**src/rtl/sel_rx_pkg.sv**
```systemverilog
// Shared types and default constants for the slot-select receiver/synchroniser.
package sel_rx_pkg;

  localparam int unsigned SEL_W = 6;
  localparam int unsigned CNT_W = 8;
  localparam int unsigned RUN_W = 8;

  localparam int unsigned NUM_SLOTS_DEF  = 38;
  localparam int unsigned DWELL_DEF      = 101;
  localparam int unsigned DWELL_TOL_DEF  = 2;
  localparam int unsigned LOCK_CNT_DEF   = 4;
  localparam int unsigned UNLOCK_CNT_DEF = 3;

  typedef enum logic [1:0] {
    ST_HUNT   = 2'd0,
    ST_VERIFY = 2'd1,
    ST_LOCKED = 2'd2
  } state_e;

  // One-cycle error pulses, kept together so they register as a unit.
  typedef struct packed {
    logic seq;
    logic dwell;
    logic par;
  } err_flags_t;

endpackage

```
**src/rtl/sel_rx_if.sv**
```systemverilog
// Receive-side slot-select bus: raw select/parity in, synchronised status out.
interface sel_rx_if;
  import sel_rx_pkg::*;

  logic [SEL_W-1:0] sel_in;
  logic             par_in;
  logic [SEL_W-1:0] slot_idx;
  logic             slot_stb;
  logic             frame_start;
  logic             locked;
  logic             seq_err;
  logic             dwell_err;
  logic             par_err;
  logic [CNT_W-1:0] err_cnt;

  modport master (
    output sel_in, par_in,
    input  slot_idx, slot_stb, frame_start, locked,
    input  seq_err, dwell_err, par_err, err_cnt
  );

  modport slave (
    input  sel_in, par_in,
    output slot_idx, slot_stb, frame_start, locked,
    output seq_err, dwell_err, par_err, err_cnt
  );

endinterface

```
**src/rtl/sel_rx_edge.sv**
```systemverilog
// Two-stage capture of select/parity with change and parity-toggle detection.
module sel_rx_edge
  import sel_rx_pkg::*;
(
  input  logic             clk,
  input  logic             rst_n,
  input  logic [SEL_W-1:0] sel_in,
  input  logic             par_in,
  output logic [SEL_W-1:0] sel_s1,
  output logic             chg_c,
  output logic             par_tgl_c
);

  logic [SEL_W-1:0] sel_s1_q, sel_s1_d;
  logic [SEL_W-1:0] sel_s2_q, sel_s2_d;
  logic             par_s1_q, par_s1_d;
  logic             par_s2_q, par_s2_d;

  always_comb begin
    sel_s1_d = sel_in;
    sel_s2_d = sel_s1_q;
    par_s1_d = par_in;
    par_s2_d = par_s1_q;
  end

  always_ff @(posedge clk or negedge rst_n) begin
    if (!rst_n) begin
      sel_s1_q <= '0;
      sel_s2_q <= '0;
      par_s1_q <= 1'b0;
      par_s2_q <= 1'b0;
    end else begin
      sel_s1_q <= sel_s1_d;
      sel_s2_q <= sel_s2_d;
      par_s1_q <= par_s1_d;
      par_s2_q <= par_s2_d;
    end
  end

  assign sel_s1    = sel_s1_q;
  assign chg_c     = (sel_s1_q != sel_s2_q);
  assign par_tgl_c = par_s1_q ^ par_s2_q;

endmodule

```
**src/rtl/sel_rx_sync.sv**
```systemverilog
// Slot-select synchroniser: tracks slot sequence and dwell, hunts for and holds lock.
module sel_rx_sync
  import sel_rx_pkg::*;
#(
  parameter int unsigned NUM_SLOTS  = NUM_SLOTS_DEF,
  parameter int unsigned DWELL      = DWELL_DEF,
  parameter int unsigned DWELL_TOL  = DWELL_TOL_DEF,
  parameter int unsigned LOCK_CNT   = LOCK_CNT_DEF,
  parameter int unsigned UNLOCK_CNT = UNLOCK_CNT_DEF
) (
  input  logic     clk,
  input  logic     rst_n,
  sel_rx_if.slave  bus
);

  localparam int unsigned SUM_W = SEL_W + 1;
  localparam int unsigned LEN_W = CNT_W + 1;

  localparam logic [SUM_W-1:0] NUM_SLOTS_W = SUM_W'(NUM_SLOTS);
  localparam logic [LEN_W-1:0] DWELL_LO    = LEN_W'(DWELL - DWELL_TOL);
  localparam logic [LEN_W-1:0] DWELL_HI    = LEN_W'(DWELL + DWELL_TOL);
  localparam logic [CNT_W-1:0] CNT_MAX     = '1;
  localparam logic [RUN_W-1:0] LOCK_LAST   = RUN_W'(LOCK_CNT - 1);
  localparam logic [RUN_W-1:0] UNLOCK_LAST = RUN_W'(UNLOCK_CNT - 1);

  logic [SEL_W-1:0] sel_s1;
  logic             chg_c;
  logic             par_tgl_c;

  sel_rx_edge u_edge (
    .clk       (clk),
    .rst_n     (rst_n),
    .sel_in    (bus.sel_in),
    .par_in    (bus.par_in),
    .sel_s1    (sel_s1),
    .chg_c     (chg_c),
    .par_tgl_c (par_tgl_c)
  );

  state_e           state_q, state_d;
  logic [SEL_W-1:0] slot_idx_q, slot_idx_d;
  logic             stb_q, stb_d;
  logic             fs_q, fs_d;
  logic             locked_q, locked_d;
  err_flags_t       err_q, err_d;
  logic [CNT_W-1:0] err_cnt_q, err_cnt_d;
  logic [CNT_W-1:0] dwell_cnt_q, dwell_cnt_d;
  logic [RUN_W-1:0] good_q, good_d;
  logic [RUN_W-1:0] bad_q, bad_d;

  logic [SUM_W-1:0] slot_sum_c;
  logic [SEL_W-1:0] next_slot_c;
  logic [LEN_W-1:0] dwell_len_c;
  logic             checked_c;
  logic             seq_hit_c;
  logic             dwell_hit_c;
  logic             par_hit_c;
  logic             bad_tr_c;

  // dwell_cnt holds clocks-since-change minus one, so the slot length is cnt+1.
  assign slot_sum_c  = {1'b0, slot_idx_q} + SUM_W'(1);
  assign next_slot_c = (slot_sum_c >= NUM_SLOTS_W) ? SEL_W'(slot_sum_c - NUM_SLOTS_W)
                                                   : SEL_W'(slot_sum_c);
  assign dwell_len_c = {1'b0, dwell_cnt_q} + LEN_W'(1);
  assign checked_c   = chg_c && (state_q != ST_HUNT);
  assign seq_hit_c   = checked_c && (({1'b0, sel_s1} >= NUM_SLOTS_W) || (sel_s1 != next_slot_c));
  assign dwell_hit_c = checked_c && ((dwell_len_c < DWELL_LO) || (dwell_len_c > DWELL_HI));
  assign par_hit_c   = par_tgl_c && !chg_c && (slot_idx_q != '0);
  assign bad_tr_c    = seq_hit_c || dwell_hit_c;

  always_comb begin
    state_d     = state_q;
    slot_idx_d  = slot_idx_q;
    stb_d       = 1'b0;
    fs_d        = 1'b0;
    err_d       = '0;
    err_cnt_d   = err_cnt_q;
    good_d      = good_q;
    bad_d       = bad_q;
    dwell_cnt_d = (dwell_cnt_q == CNT_MAX) ? dwell_cnt_q : dwell_cnt_q + CNT_W'(1);

    err_d.seq   = seq_hit_c;
    err_d.dwell = dwell_hit_c;
    err_d.par   = par_hit_c;

    if (chg_c) begin
      stb_d       = 1'b1;
      slot_idx_d  = sel_s1;
      fs_d        = (sel_s1 == '0);
      dwell_cnt_d = '0;

      unique case (state_q)
        ST_HUNT: begin
          state_d = ST_VERIFY;
          good_d  = '0;
          bad_d   = '0;
        end
        ST_VERIFY: begin
          if (bad_tr_c) begin
            state_d = ST_HUNT;
            good_d  = '0;
          end else if (good_q == LOCK_LAST) begin
            state_d = ST_LOCKED;
            good_d  = '0;
            bad_d   = '0;
          end else begin
            good_d  = good_q + RUN_W'(1);
          end
        end
        ST_LOCKED: begin
          if (!bad_tr_c) begin
            bad_d = '0;
          end else if (bad_q == UNLOCK_LAST) begin
            state_d = ST_HUNT;
            bad_d   = '0;
          end else begin
            bad_d   = bad_q + RUN_W'(1);
          end
        end
        default: state_d = ST_HUNT;
      endcase
    end

    // One count per errored cycle, however many flags fire together.
    if ((err_d.seq || err_d.dwell || err_d.par) && (err_cnt_q != CNT_MAX)) begin
      err_cnt_d = err_cnt_q + CNT_W'(1);
    end

    locked_d = (state_d == ST_LOCKED);
  end

  always_ff @(posedge clk or negedge rst_n) begin
    if (!rst_n) begin
      state_q     <= ST_HUNT;
      slot_idx_q  <= '0;
      stb_q       <= 1'b0;
      fs_q        <= 1'b0;
      locked_q    <= 1'b0;
      err_q       <= '0;
      err_cnt_q   <= '0;
      dwell_cnt_q <= '0;
      good_q      <= '0;
      bad_q       <= '0;
    end else begin
      state_q     <= state_d;
      slot_idx_q  <= slot_idx_d;
      stb_q       <= stb_d;
      fs_q        <= fs_d;
      locked_q    <= locked_d;
      err_q       <= err_d;
      err_cnt_q   <= err_cnt_d;
      dwell_cnt_q <= dwell_cnt_d;
      good_q      <= good_d;
      bad_q       <= bad_d;
    end
  end

  assign bus.slot_idx    = slot_idx_q;
  assign bus.slot_stb    = stb_q;
  assign bus.frame_start = fs_q;
  assign bus.locked      = locked_q;
  assign bus.seq_err     = err_q.seq;
  assign bus.dwell_err   = err_q.dwell;
  assign bus.par_err     = err_q.par;
  assign bus.err_cnt     = err_cnt_q;

endmodule

```
**src/flat_wrapper.sv**
```systemverilog
// flat-port wrapper written by rule: the top's interface ports become plain ports
module sel_rx_sync_flat import sel_rx_pkg::*;
#(
  parameter int unsigned NUM_SLOTS  = NUM_SLOTS_DEF,
  parameter int unsigned DWELL      = DWELL_DEF,
  parameter int unsigned DWELL_TOL  = DWELL_TOL_DEF,
  parameter int unsigned LOCK_CNT   = LOCK_CNT_DEF,
  parameter int unsigned UNLOCK_CNT = UNLOCK_CNT_DEF
)
  (clk, rst_n, bus_sel_in, bus_par_in, bus_slot_idx, bus_slot_stb, bus_frame_start, bus_locked, bus_seq_err, bus_dwell_err, bus_par_err, bus_err_cnt);
  sel_rx_if bus_i ();
  input  logic clk;
  input  logic rst_n;
  input wire logic [$bits(bus_i.sel_in)-1:0] bus_sel_in;
  input wire logic [$bits(bus_i.par_in)-1:0] bus_par_in;
  output wire logic [$bits(bus_i.slot_idx)-1:0] bus_slot_idx;
  output wire logic [$bits(bus_i.slot_stb)-1:0] bus_slot_stb;
  output wire logic [$bits(bus_i.frame_start)-1:0] bus_frame_start;
  output wire logic [$bits(bus_i.locked)-1:0] bus_locked;
  output wire logic [$bits(bus_i.seq_err)-1:0] bus_seq_err;
  output wire logic [$bits(bus_i.dwell_err)-1:0] bus_dwell_err;
  output wire logic [$bits(bus_i.par_err)-1:0] bus_par_err;
  output wire logic [$bits(bus_i.err_cnt)-1:0] bus_err_cnt;
  assign bus_i.sel_in = bus_sel_in;
  assign bus_i.par_in = bus_par_in;
  assign bus_slot_idx = bus_i.slot_idx;
  assign bus_slot_stb = bus_i.slot_stb;
  assign bus_frame_start = bus_i.frame_start;
  assign bus_locked = bus_i.locked;
  assign bus_seq_err = bus_i.seq_err;
  assign bus_dwell_err = bus_i.dwell_err;
  assign bus_par_err = bus_i.par_err;
  assign bus_err_cnt = bus_i.err_cnt;
  sel_rx_sync #(.NUM_SLOTS(NUM_SLOTS), .DWELL(DWELL), .DWELL_TOL(DWELL_TOL), .LOCK_CNT(LOCK_CNT), .UNLOCK_CNT(UNLOCK_CNT)) u_core (.clk(clk), .rst_n(rst_n), .bus(bus_i));
endmodule
```
**config.mk**
```make
export PLATFORM = sky130hd
export DESIGN_NAME = sel_rx_sync_flat
export DESIGN_NICKNAME = d
export VERILOG_FILES = /design/src/rtl/sel_rx_pkg.sv /design/src/rtl/sel_rx_if.sv /design/src/rtl/sel_rx_edge.sv /design/src/rtl/sel_rx_sync.sv /design/src/flat_wrapper.sv
export SDC_FILE = /design/constraint.sdc
export NUM_CORES = 1
export LEC_CHECK = 0
export CORE_MARGIN = 5
export CORE_UTILIZATION = 50
export CTS_CLUSTER_DIAMETER = 30
export DETAILED_ROUTE_END_ITERATION = 10
export GPL_TIMING_DRIVEN = 1
export MAX_ROUTING_LAYER = met4
export PLACE_DENSITY = 0.83
export SYNTH_ARGS = -nofsm -noshare
export SYNTH_HDL_FRONTEND = slang
export SYNTH_SLANG_ARGS = --single-unit
```
**constraint.sdc**
```tcl
create_clock -name clk -period 4.3 [get_ports clk]
set_input_delay 0.86 -clock clk [delete_from_list [all_inputs] [get_ports clk]]
set_output_delay 0.86 -clock clk [all_outputs]
set_load 0.005 [all_outputs]
```
=== After elaboration in Yosys (flattened, before gate mapping) ===
Index checks and enable logic that the tools add are counted.

* Register bits after elaboration: 60
* Bits in latches: 0
* Memory bits (writable): 0
* Bits in read-only memories: 0
* Input port bits: 9
* Output and inout port bits: 20
* Word-level logic and storage cells: 78
* Memories kept: 0

* $add $sub $neg: 7
* Multiply operators: 0
* Divide/modulo/power cells: 0
* $lt $le $gt $ge: 4
* Equal/unequal tests: 12
* Shift-type cells: 0
* Muxes and demuxes: 19
* Bitwise operators: 1
* Reductions and logical operators: 19

{| class="wikitable"
|+ Operators with widths
! operator !! count
|-
| two-way mux 8 bit || 8
|-
| adder 8 x 1 -> 8 bit, second input constant || 4
|-
| one-hot mux 8 bit (3 select lines) || 1
|-
| == test 8 x 2 -> 1 bit, second input constant || 2
|-
| one-hot mux 8 bit (2 select lines) || 1
|-
| inequality test 6 bit || 2
|-
| two-way mux 2 bit || 5
|-
| adder 8 x 1 -> 9 bit, second input constant || 1
|-
| > comparator 9 x 7 -> 1 bit, second input constant || 1
|-
| < comparator 9 x 7 -> 1 bit, second input constant || 1
|-
| == test 8 bit, second input constant || 1
|-
| inequality test 8 bit, second input constant || 1
|-
| adder 6 x 1 -> 7 bit, second input constant || 1
|-
| >= comparator 7 x 6 -> 1 bit, second input constant || 1
|-
| >= comparator 6 bit, second input constant || 1
|-
| logical AND 1 bit || 6
|-
| zero test 6 bit || 1
|-
| two-way mux 6 bit || 1
|-
| one-hot mux 2 bit (3 select lines) || 1
|-
| nonzero test 6 bit || 1
|-
| subtractor 6 bit, second input constant || 1
|-
| == test 2 bit, second input constant || 2
|-
| logical OR 1 bit || 4
|-
| inequality test 2 x 1 -> 1 bit, second input constant || 2
|-
| other kinds (10) || 12
|}

=== Logic depth before layout (Yosys ltp) ===
* Depth after elaboration: 11
* Gate-level depth with buffers: 13
* Mapped depth without buffers: 11

=== Hierarchy ===
From an unflattened synthesis, not the netlist that was laid out.

* Cells, all modules: 328
* Area, all modules: 3328.2 um^2

{| class="wikitable"
|+ Modules (own cells, without submodules)
! module !! times used !! cells an instance !! area an instance (um^2) !! seq. area each (um^2)
|-
| sel_rx_sync || 1 || 305 || 2905.3 || 1151.1
|-
| sel_rx_edge || 1 || 23 || 422.9 || 350.3
|}

=== Worst setup path before layout ===
OpenSTA, ideal clock, no wires.

* Kind: register to register
* Start point: register u_core.slot_idx_q[0], in the netlist u_core.bus.slot_idx[0]
* End point: register u_core.err_cnt_q[1], in the netlist u_core.bus.err_cnt[1]
* Setup time: 128 ps
* Arrival time: 2710 ps
* Setup slack: 1463 ps
* Cell stages (with the launch flop): 10
* Buffers on the path: 1
* Period minus slack after synthesis: 2837 ps
* Cells stage by stage: dfrtp_1 > ha_1 > buf_6 > xor2_1 > ha_1 > or3_4 > o221ai_1 > mux2_4 > a21oi_4 > mux2_1

* Longest elaborated chain between the ends: 9
* Elaborated cells on any way between the ends: 12
* Those cells by class: add/sub: 2; order compare: 1; eq/ne: 1; mux: 1; reduce/logical: 7

{| class="wikitable"
|+ Ends and longest elaborated chain
! item !! line !! text
|-
| from (decl) || sel_rx_sync.sv:41 || <nowiki>logic [SEL_W-1:0] slot_idx_q, slot_idx_d;</nowiki>
|-
| from (signal assigned) || sel_rx_sync.sv:146 || <nowiki>slot_idx_q <= slot_idx_d;</nowiki>
|-
| adder 6 x 1 -> 7 bit || sel_rx_sync.sv:61 || <nowiki>assign slot_sum_c = {1'b0, slot_idx_q} + SUM_W'(1);</nowiki>
|-
| subtractor 6 bit / >= comparator 7 x 6 -> 1 bit (equally long branches) || sel_rx_sync.sv:62 || <nowiki>assign next_slot_c = (slot_sum_c >= NUM_SLOTS_W) ? SEL_W'(slot_sum_c - NUM_SLOTS_W)</nowiki>
|-
| two-way mux 6 bit || sel_rx_sync.sv:62 ||
|-
| inequality test 6 bit || sel_rx_sync.sv:66 || <nowiki>assign seq_hit_c = checked_c && (({1'b0, sel_s1} >= NUM_SLOTS_W) || (sel_s1 != next_slot_c));</nowiki>
|-
| logical OR 1 bit || sel_rx_sync.sv:66 ||
|-
| logical AND 1 bit || sel_rx_sync.sv:66 ||
|-
| logical OR 1 bit || sel_rx_sync.sv:125 || <nowiki>if ((err_d.seq || err_d.dwell || err_d.par) && (err_cnt_q != CNT_MAX)) begin</nowiki>
|-
| logical OR 1 bit * || sel_rx_sync.sv:125 ||
|-
| logical AND 1 bit * || sel_rx_sync.sv:125 ||
|-
| to (signal assigned) || sel_rx_sync.sv:151 || <nowiki>err_cnt_q <= err_cnt_d;</nowiki>
|-
| to (decl) || sel_rx_sync.sv:46 || <nowiki>logic [CNT_W-1:0] err_cnt_q, err_cnt_d;</nowiki>
|}

Every way passes the cells marked *; elsewhere a longest branch is shown, timed or not.
A chain may end at the register's enable or synchronous reset.

=== Final worst setup path ===
* Start point: register u_core.slot_idx_q[0], in the netlist u_core.bus.slot_idx[0]
* End point: register u_core.good_q[7]

* Longest elaborated chain between the ends: 9
* Elaborated cells on any way between the ends: 10
* Those cells by class: add/sub: 2; order compare: 1; eq/ne: 1; mux: 3; reduce/logical: 3

{| class="wikitable"
|+ Ends and longest elaborated chain
! item !! line !! text
|-
| adder 6 x 1 -> 7 bit * || sel_rx_sync.sv:61 ||
|-
| subtractor 6 bit / >= comparator 7 x 6 -> 1 bit (equally long branches) || sel_rx_sync.sv:62 ||
|-
| two-way mux 6 bit * || sel_rx_sync.sv:62 ||
|-
| inequality test 6 bit * || sel_rx_sync.sv:66 ||
|-
| logical OR 1 bit * || sel_rx_sync.sv:66 ||
|-
| logical AND 1 bit * || sel_rx_sync.sv:66 ||
|-
| logical OR 1 bit * || sel_rx_sync.sv:69 || <nowiki>assign bad_tr_c = seq_hit_c || dwell_hit_c;</nowiki>
|-
| two-way mux 8 bit * || sel_rx_sync.sv:99 || <nowiki>if (bad_tr_c) begin</nowiki>
|-
| one-hot mux 8 bit (2 select lines) * || sel_rx_sync.sv:92 || <nowiki>unique case (state_q)</nowiki>
|-
| to (signal assigned) || sel_rx_sync.sv:153 || <nowiki>good_q <= good_d;</nowiki>
|-
| to (decl) || sel_rx_sync.sv:48 || <nowiki>logic [RUN_W-1:0] good_q, good_d;</nowiki>
|}

Marked as above.

==> impl_metrics.ini <==
[pwr]
p_clk_share_pct = 33.8
power_density_nw_per_um2 = 404
total_power_mw = 1.55
switchingPower_mw = 0.447
p_int_mw = 1.10
irDropWorstVdd_v = 0.000285
leakage_nw = 1.65
combinationalPowerShare_pct = 21.6
p_seq_share_pct = 44.6
swShare_pct = 28.9

[finish]
nets = 364
layout_commonest_cell = dfrtp_1
layout-drive-gt1-share_pct = 11.1
utilization_pct = 60.0
final_cell_mix = dfrtp_1, clkdlybuf4s50_1, nand2_1
area_delta_synth_final_pct = 16.3
antenna_cells = 0

[timing]
fin_crit_sh_pct = 72.6
slew_violations = 0
timing.fmax_mhz = 320
layout_min_cycle_time_ps = 3120
setup_viol = 0
rsz0062_at_grt = no
fin_ws_ps = 1180
timing.setup.tns_ps = 0
worstMarginPinSlew_ps = 588
max_slew_margin_pct = 60.8
fin_worst_skew_ps = 7.35
final-hold-violation-count = 0

[yosys]
yosysUniqueCellTypes = 65
ys_seq_area_share_pct = 45.6
synth_nets = 333
synthSimpleGateAreaFrac_pct = 21.6
synth_compound_gate_area_share_pct = 15.2
yosys_warnings = 0
synth_fa_ha_area_share_pct = 3.80
synth_area_leaders = dfrtp_1, xnor2_1, ha_1, xor2_1, o21ai_0
synthesis.area_sq_um = 3290
ys_seq_elements = 60
synth_xor_area_share_pct = 9.00
ys_async_sr_fraction_pct = 100
synth_top_family_by_area = simple AND/OR/NAND/NOR gates
synth_cells = 314
syn_area_per_cell_sq_um = 10.5
synth_top_area_share_pct = 45.6
synth_edf_count = 0
synthMuxAreaShare_pct = 2.16
ys_dominant_reg_cell = dfrtp_1
yosys.area.top_type = dfrtp_1

[die]
die_w_microns = 91.2
num_rows = 29
core_area_sq_um = 6390
die_area_sq_um = 8310
die_h_microns = 91.2
num_io_pins = 29
initial_core_util_pct = 51.6

[setup_path]
worstSetupPathType = reg2reg
crit_required_ps = 4530
cp-end-kind = flop
cp-start-kind = flop
critical_path_peak_fanout = 11
cp.arrival_ps = 3360

[outcome]
status = completed

[global_routing]
grt_pass1_vias = 2314
overflow = 0
grt_max_degree = 36
grt_pass1_wl_mm = 11.3
antenna_found_initial = 0
grtUsageTotal_pct = 16.9

[placement]
place_congestion = 0.870
place_hpwl_mm = 4.51
post-place-ws_ps = 1190
port_buffers = 28

[job]
max_cap_violations = 0

[clocking]
clk_pin_slew_ps = 70
cts_tree = built
cts.path.max_buffers = 2
post_cts_resized = 0
post_cts_buffers = 0
cts_buffers = 9
cts.sinks = 60
clock_latency_ps = 340
cts-hold-fix-buffers = 0
htree_levels = 3
cts_root_buffer = clkbuf_8

[route]
routed_via_density = 5.81
drt_iter0_markers = 239
post_drt_wl_per_cell_microns = 15.0
ant_nets = 0
dr_total_vias = 2483
dr.pass1.iters = 4
wirelength_mm = 6.41
drc_errors = 0

[hold_path]
hp-class = reg2reg
## registers in the layout, summed over array words and instances, names as in the netlist
register,flops
u_core.u_edge.sel_s1,6
u_core.state_q,2
u_core.bus.par_err,1
u_core.bus.err_cnt,8
u_core.bus.slot_stb,1
u_core.dwell_cnt_q,8
u_core.u_edge.sel_s2_q,6
u_core.bad_q,8
u_core.bus.dwell_err,1
u_core.bus.slot_idx,6
u_core.u_edge.par_s2_q,1
u_core.good_q,8
u_core.bus.seq_err,1
u_core.bus.frame_start,1
u_core.u_edge.par_s1_q,1
u_core.bus.locked,1
## worst max-delay path, stage by stage, from the launching register on
cell and delay [ps]:
dfrtp_1 520, ha_1 420, xor2_1 160, ha_1 260, or3_4 410, o221ai_1 210
mux2_4 380, nand4_1 320, o21ai_0 150, a21o_1 190
## layer usage
| metal | up-vias | track usage, % | part of all wire, % | wire [microns] |
|---|---|---|---|---|
| met2 | 61 | 25.4 | 47 | 3010 |
| li1 | 1198 | - | - | - |
| met4 | 0 | 5.50 | 1.2 | 76 |
| met5 | - | - | 0 | 0 |
| met1 | 1215 | 22.5 | 47 | 2990 |
| met3 | 9 | 4.30 | 5.2 | 334 |
## kinds of logic after synthesis
| kind of cell | count (synthesis) |
|---|---|
| and+or+nand+nor | 117 |
| AOI/OAI and AO/OA | 69 |
| DFF | 60 |
| xor gates and xnor gates | 33 |
| buffers and inverters | 19 |
| adders and majority gates | 10 |
| muxes | 6 |
## metrics by stage
| stage | instance area (sq um) | hold slack, ps | instances |
|---|---|---|---|
| after floorplan | 3290 | 349 | 314 |
| after global placement | 3630 | 384 | 411 |
| after detailed placement | 3630 | 395 | 411 |
| after CTS | 3830 | 409 | 427 |
| after global routing | 3830 | 417 | 427 |
| final | 3830 | 402 | 427 |
## cell type report
cell class / count / area (sq um)
inverter: 9 / 33.8
tap: 77 / 96.3
sequential: 60 / 1500
clock inverter: 3 / 45.0
clock buffer: 13 / 159
multi-input combinational: 235 / 1700
timing repair buffer: 30 / 290
fill: 500 / 2560
## final timing paths
path	from	to	slack, ps	cells past startpoint
setup / recovery	u_core.bus.slot_idx[0]	u_core.good_q[7]	1180	9
setup reg to reg	u_core.bus.slot_idx[0]	u_core.good_q[7]	1180	9
min in group asynchronous	rst_n	u_core.bus.err_cnt[4]	520	1
hold / removal	u_core.u_edge.par_s1_q	u_core.u_edge.par_s2_q	400	0
hold reg to reg	u_core.u_edge.par_s1_q	u_core.u_edge.par_s2_q	400	0
max in group asynchronous	rst_n	u_core.u_edge.sel_s2_q[1]	2920	2
## power by group through the flow
stage                     clock [mW]  combinational (mW)  sequential (mW)
after global routing           0.561               0.368            0.701
after global placement             0               0.324            0.696
final                          0.523               0.333            0.690
after CTS                      0.532               0.337            0.690
after floorplan                    0               0.194            0.686
after detailed placement           0               0.335            0.700
## cell usage after synthesis, types with 3 or more instances
| cell type | n |
|---|---|
| dfrtp_1 | 60 |
| nand2_1 | 21 |
| xnor2_1 | 18 |
| o21ai_0 | 17 |
| nor2_1 | 16 |
| nand3_1 | 14 |
| xor2_1 | 14 |
| a21oi_1 | 12 |
| ha_1 | 10 |
| and3_1 | 9 |
| inv_1 | 9 |
| nand4_1 | 8 |
| nor3_1 | 8 |
| a21o_1 | 6 |
| nand2b_1 | 6 |
| buf_2 | 5 |
| nor2b_1 | 5 |
| nor3b_1 | 5 |
| o21a_1 | 5 |
| a221o_1 | 4 |
| a31oi_1 | 4 |
| mux2_2 | 4 |
| nor4_1 | 4 |
| and2_1 | 3 |
(Power assumes the default switching activity.)
